`config.mk`:
```
export PLATFORM = sky130hd
export DESIGN_NAME = key_conditioner_flat
export DESIGN_NICKNAME = d
export VERILOG_FILES = /design/src/rtl/key_conditioner_if.sv /design/src/rtl/key_conditioner.sv /design/src/flat_wrapper.sv
export SDC_FILE = /design/constraint.sdc
export NUM_CORES = 1
export LEC_CHECK = 0
export CAP_MARGIN = 20
export CORE_MARGIN = 1.5
export CORE_UTILIZATION = 45
export CTS_CLUSTER_SIZE = 24
export DETAILED_ROUTE_END_ITERATION = 8
export PLACE_DENSITY = 0.72
export SYNTH_ARGS = -nofsm -noshare
export SYNTH_HDL_FRONTEND = slang
export SYNTH_SLANG_ARGS = --single-unit
export TNS_END_PERCENT = 50
```
`constraint.sdc`:
```
create_clock -name clk -period 2.4 [get_ports clk]
set_clock_uncertainty 0.05 [all_clocks]
set_input_delay 0.48 -clock clk [delete_from_list [all_inputs] [get_ports clk]]
set_output_delay 0.48 -clock clk [all_outputs]
set_load 0.005 [all_outputs]
```
`src/rtl/key_conditioner_if.sv`:
```
// Raw board keys into the conditioner and the clean rocket commands out of it.
interface key_conditioner_if;
  logic key_left_n;
  logic key_right_n;
  logic key_start_n;
  logic left;
  logic right;
  logic start;

  modport master (
    output key_left_n, key_right_n, key_start_n,
    input  left, right, start
  );

  modport slave (
    input  key_left_n, key_right_n, key_start_n,
    output left, right, start
  );
endinterface

```
`src/rtl/key_conditioner.sv`:
```
// Key conditioner: sync + debounce of three active-low keys, start level, left/right move pulses.
// Build option KEY_AUTOREPEAT_EN: held direction keys auto-repeat; otherwise one pulse per press.
module key_conditioner #(
  parameter int unsigned DEBOUNCE_CYCLES = 500000,
  parameter int unsigned REPEAT_DELAY    = 25000000,
  parameter int unsigned REPEAT_PERIOD   = 5000000,
  parameter int unsigned CNT_W           = 25
) (
  input logic              clk,
  input logic              reset,
  key_conditioner_if.slave kif
);
  localparam int unsigned NK  = 3;
  localparam int unsigned K_L = 0;
  localparam int unsigned K_R = 1;
  localparam int unsigned K_S = 2;
  localparam int unsigned MAX_CYC_A = (DEBOUNCE_CYCLES > REPEAT_DELAY) ? DEBOUNCE_CYCLES : REPEAT_DELAY;
  localparam int unsigned MAX_CYC   = (MAX_CYC_A > REPEAT_PERIOD) ? MAX_CYC_A : REPEAT_PERIOD;

  // Synchronisers reset to 0 (reads as pressed), so debounce must outlast the 2-cycle refill.
  if (DEBOUNCE_CYCLES < 3 || REPEAT_DELAY < 1 || REPEAT_PERIOD < 1 ||
      CNT_W < $clog2(MAX_CYC)) begin : g_bad_cfg
    $error("key_conditioner: invalid parameter set");
  end

  logic [NK-1:0]    raw, sync1, sync2, ks, db;
  logic [1:0]       db_q;
  logic [CNT_W-1:0] dcnt [NK];
  logic             start_q, left_q, right_q;
  logic             press_l, press_r, rel_l, rel_r;
  logic             other_press, dir_rel;
  logic [1:0]       state, state_nxt;
  logic             dir, dir_nxt, left_nxt, right_nxt;

  assign raw = {kif.key_start_n, kif.key_right_n, kif.key_left_n};
  assign ks  = ~sync2;

  // Two-flop synchroniser and per-key debounce counter
  always_ff @(posedge clk) begin
    if (reset) begin
      sync1   <= '0;
      sync2   <= '0;
      db      <= '0;
      db_q    <= '0;
      start_q <= 1'b0;
      for (int i = 0; i < NK; i++) dcnt[i] <= '0;
    end else begin
      sync1   <= raw;
      sync2   <= sync1;
      db_q    <= db[1:0];
      start_q <= db[K_S];
      for (int i = 0; i < NK; i++) begin
        if (ks[i] == db[i]) begin
          dcnt[i] <= '0;
        end else if (dcnt[i] == CNT_W'(DEBOUNCE_CYCLES - 1)) begin
          db[i]   <= ks[i];
          dcnt[i] <= '0;
        end else begin
          dcnt[i] <= dcnt[i] + CNT_W'(1);
        end
      end
    end
  end

  assign press_l     = db[K_L] & ~db_q[K_L];
  assign press_r     = db[K_R] & ~db_q[K_R];
  assign rel_l       = ~db[K_L];
  assign rel_r       = ~db[K_R];
  assign other_press = dir ? press_l : press_r;
  assign dir_rel     = dir ? rel_r : rel_l;

`ifdef KEY_AUTOREPEAT_EN
  localparam logic [1:0] S_IDLE   = 2'd0;
  localparam logic [1:0] S_DELAY  = 2'd1;
  localparam logic [1:0] S_REPEAT = 2'd2;

  logic [CNT_W-1:0] rcnt, rcnt_nxt, rlimit;

  // Move FSM with auto-repeat; release beats a new edge, a new edge beats a repeat
  always_comb begin
    state_nxt = state;
    dir_nxt   = dir;
    rcnt_nxt  = rcnt;
    left_nxt  = 1'b0;
    right_nxt = 1'b0;
    rlimit    = (state == S_DELAY) ? CNT_W'(REPEAT_DELAY - 1) : CNT_W'(REPEAT_PERIOD - 1);
    case (state)
      S_IDLE: begin
        rcnt_nxt = '0;
        if (press_l || press_r) begin
          left_nxt  = press_l;
          right_nxt = !press_l;
          dir_nxt   = !press_l;
          state_nxt = S_DELAY;
        end
      end
      S_DELAY, S_REPEAT: begin
        if (dir_rel) begin
          state_nxt = S_IDLE;
        end else if (other_press) begin
          left_nxt  = dir;
          right_nxt = !dir;
          dir_nxt   = !dir;
          rcnt_nxt  = '0;
          state_nxt = S_DELAY;
        end else if (rcnt == rlimit) begin
          left_nxt  = !dir;
          right_nxt = dir;
          rcnt_nxt  = '0;
          state_nxt = S_REPEAT;
        end else begin
          rcnt_nxt = rcnt + CNT_W'(1);
        end
      end
      default: state_nxt = S_IDLE;
    endcase
  end
`else
  localparam logic [1:0] S_IDLE = 2'd0;
  localparam logic [1:0] S_HELD = 2'd1;

  // Move FSM, one pulse per debounced press
  always_comb begin
    state_nxt = state;
    dir_nxt   = dir;
    left_nxt  = 1'b0;
    right_nxt = 1'b0;
    case (state)
      S_IDLE: begin
        if (press_l || press_r) begin
          left_nxt  = press_l;
          right_nxt = !press_l;
          dir_nxt   = !press_l;
          state_nxt = S_HELD;
        end
      end
      S_HELD: begin
        if (dir_rel) begin
          state_nxt = S_IDLE;
        end else if (other_press) begin
          left_nxt  = dir;
          right_nxt = !dir;
          dir_nxt   = !dir;
        end
      end
      default: state_nxt = S_IDLE;
    endcase
  end
`endif

  always_ff @(posedge clk) begin
    if (reset) begin
      state   <= S_IDLE;
      dir     <= 1'b0;
      left_q  <= 1'b0;
      right_q <= 1'b0;
`ifdef KEY_AUTOREPEAT_EN
      rcnt    <= '0;
`endif
    end else begin
      state   <= state_nxt;
      dir     <= dir_nxt;
      left_q  <= left_nxt;
      right_q <= right_nxt;
`ifdef KEY_AUTOREPEAT_EN
      rcnt    <= rcnt_nxt;
`endif
    end
  end

  assign kif.left  = left_q;
  assign kif.right = right_q;
  assign kif.start = start_q;
endmodule

```
`src/flat_wrapper.sv`:
```
// flat-port wrapper written by rule: the top's interface ports become plain ports
module key_conditioner_flat 
#(
  parameter int unsigned DEBOUNCE_CYCLES = 500000,
  parameter int unsigned REPEAT_DELAY    = 25000000,
  parameter int unsigned REPEAT_PERIOD   = 5000000,
  parameter int unsigned CNT_W           = 25
)
  (clk, reset, kif_key_left_n, kif_key_right_n, kif_key_start_n, kif_left, kif_right, kif_start);
  key_conditioner_if kif_i ();
  input logic clk;
  input logic reset;
  input wire logic [$bits(kif_i.key_left_n)-1:0] kif_key_left_n;
  input wire logic [$bits(kif_i.key_right_n)-1:0] kif_key_right_n;
  input wire logic [$bits(kif_i.key_start_n)-1:0] kif_key_start_n;
  output wire logic [$bits(kif_i.left)-1:0] kif_left;
  output wire logic [$bits(kif_i.right)-1:0] kif_right;
  output wire logic [$bits(kif_i.start)-1:0] kif_start;
  assign kif_i.key_left_n = kif_key_left_n;
  assign kif_i.key_right_n = kif_key_right_n;
  assign kif_i.key_start_n = kif_key_start_n;
  assign kif_left = kif_i.left;
  assign kif_right = kif_i.right;
  assign kif_start = kif_i.start;
  key_conditioner #(.DEBOUNCE_CYCLES(DEBOUNCE_CYCLES), .REPEAT_DELAY(REPEAT_DELAY), .REPEAT_PERIOD(REPEAT_PERIOD), .CNT_W(CNT_W)) u_core (.clk(clk), .reset(reset), .kif(kif_i));
endmodule
```
==> results.cfg <==
[route]
wl_met2_mm = 3.84
drcViolationCount = 0
routed_via_density = 5.20
first_pass_iters = 4
drtIter0Drc = 188
top_layer = met4
wire_per_inst_um = 12.0
totalWireLength_mm = 8.27
via_count = 3581
wl_met3_um = 195
ant_nets = 0
wl_met1_mm = 4.11

[grt]
grt_pass1_vias = 3253
grt_overflow = 0
grt_pass1_wl_mm = 14.9
grt.total_usage_pct = 16.2
grt_antenna_before_repair = 0
grt_max_degree = 26

[power_and_ir_drop]
power_density_mw_per_mm2 = 591
power_leakage_nw = 1.84
ir_drop_mv = 0.294
power_mw = 3.25

[final_layout]
syn2layout_area_growth_pct = 15.2
drive_gt1_share_pct = 5.62
nets = 555
fin_cells = 688
final_cell_mix = edfxtp_1, conb_1, nor2_1, a21oi_1, nand3_1
insertedDiodeCount = 0
final_cell_area_mm2 = 0.00550
finish.utilization_pct = 53.2

[cts]
path_clk_slew_ns = 0.09
clk_latency_ns = 0.36
numCtsBuffers = 9
clkSinkCount = 91
post_cts_buffers = 0
ctsRootBufferMaster = clkbuf_8
cts_tree = done
h-tree-depth = 3
cts_buffer_depth = 2
cts_hold_buf = 0
cts_resized = 0

[place]
hpwl_mm = 5.96
dpl.cell_count = 672
place_area_mm2 = 0.00528
port_buffers = 7
pre_cts_ws_ns = 0.167
gp_congestion = 0.788

[critical_path]
crit_path_end_kind = flop
crit_type = reg -> reg
ff2ff_setup_slack_ns = 0.22
crit_fanout = 9
cp.arrival_ns = 2.33
critPathRequiredTime_ns = 2.56
crit_path_start_kind = flop

[logic_synthesis]
synthFlopType = edfxtp_1
synth_seq_cells = 91
ys_types = 45
yosysSeqAreaShare_pct = 53.9
yosysWarnings = 0
synth_area_mm2 = 0.00477
synth_edf_count = 75
synthArstFlopShare_pct = 0
syn_inst = 465
post_synth.cell_area_avg_um2 = 10.3

[die]
io_pins = 8
die_h_um = 106
start_util_pct = 46.2
core_area_mm2 = 0.0103
num_rows = 37
die_area_mm2 = 0.0112
die_w_um = 106

[timing]
rsz0062_at_grt = no
hold_viol_final = 0
drv_slew = 0
final-setup-viol-count = 0
fin_ws_ns = 0.224
fin_setup_tns_ns = 0
min_period_over_period_pct = 90.7
hold_ws_ns = 0.387
fin_crit_ns = 2.18
clock.fmax_mhz = 459

[min_path]
min_path_type = reg -> reg

[job]
drv_cap = 0

[run_status]
status = completed
==> metal layers <==
metal | vias up | global-route usage [%]
li1 | 1852 | -
met1 | 1677 | 22.6
met2 | 39 | 25.4
met3 | 13 | 2.76
met4 | 0 | 5.79
met5 | - | 0
==> worst max-delay path: stages, from the launching register on <==
cell and delay [ns]:
edfxtp_1 0.38, ha_1 0.21, and4_1 0.40, nand4_1 0.30, or4_1 0.53, a21oi_1 0.16
==> sequential cells by signal, summed over array words and instances, names as in the netlist <==
register,flops
u_core.kif.start,1
u_core.kif.left,1
u_core.kif.right,1
u_core.db,3
u_core.dcnt,75
u_core.db_q,2
u_core.sync2,3
u_core.state,1
u_core.sync1,3
u_core.dir,1
==> area by class of cell <==
cell class / count / area [um2]
inverters: 12 / 45.0
multi-input cells: 418 / 2360
clock inverters: 7 / 91.3
repair buffers: 15 / 130
clock buffers: 9 / 124
fillers: 945 / 4830
flip-flops and latches: 91 / 2570
well taps: 136 / 170
==> worst paths after layout <==
kind,startpoint,to,cells after the start
setup / recovery,u_core.dcnt[0][0],u_core.dcnt[0][24],5
hold / removal,u_core.sync1[0],u_core.sync2[0],1
setup reg to reg,u_core.dcnt[0][0],u_core.dcnt[0][24],5
hold reg to reg,u_core.sync1[0],u_core.sync2[0],1
==> cell usage after synthesis (all sizes together) (12+ instances only) <==
| cell type | n | area, um2 |
|---|---|---|
| edfxtp | 75 | 2250 |
| nor2 | 47 | 176 |
| a21oi | 35 | 175 |
| nand3 | 28 | 145 |
| nand4 | 26 | 169 |
| nand2 | 24 | 90.1 |
| o21ai | 23 | 115 |
| or3 | 22 | 139 |
| xor2 | 20 | 175 |
| xnor2 | 19 | 166 |
| dfxtp | 16 | 320 |
| clkbuf | 15 | 58.8 |
| or4 | 14 | 105 |
| inv | 12 | 45.0 |
| nor4 | 12 | 75.1 |
==> cells by family after synthesis <==
| group | Yosys count | share of synthesized area [%] |
|---|---|---|
| other | 1 | 0.0786 |
| buffers and inverters | 30 | 2.49 |
| adders and majority gates | 3 | 0.787 |
| DFF | 91 | 53.9 |
| AOI/OAI and AO/OA | 81 | 9.86 |
| xor gates and xnor gates | 39 | 7.16 |
| and+or+nand+nor | 220 | 25.7 |
==> where the power goes <==
part	switching (mW)	total, mW	internal [mW]
registers	0.102	1.91	1.81
logic	0.118	0.206	0.0873
clock network	0.546	1.13	0.583
total	0.766	3.25	2.48
(Power assumes the default switching activity.)
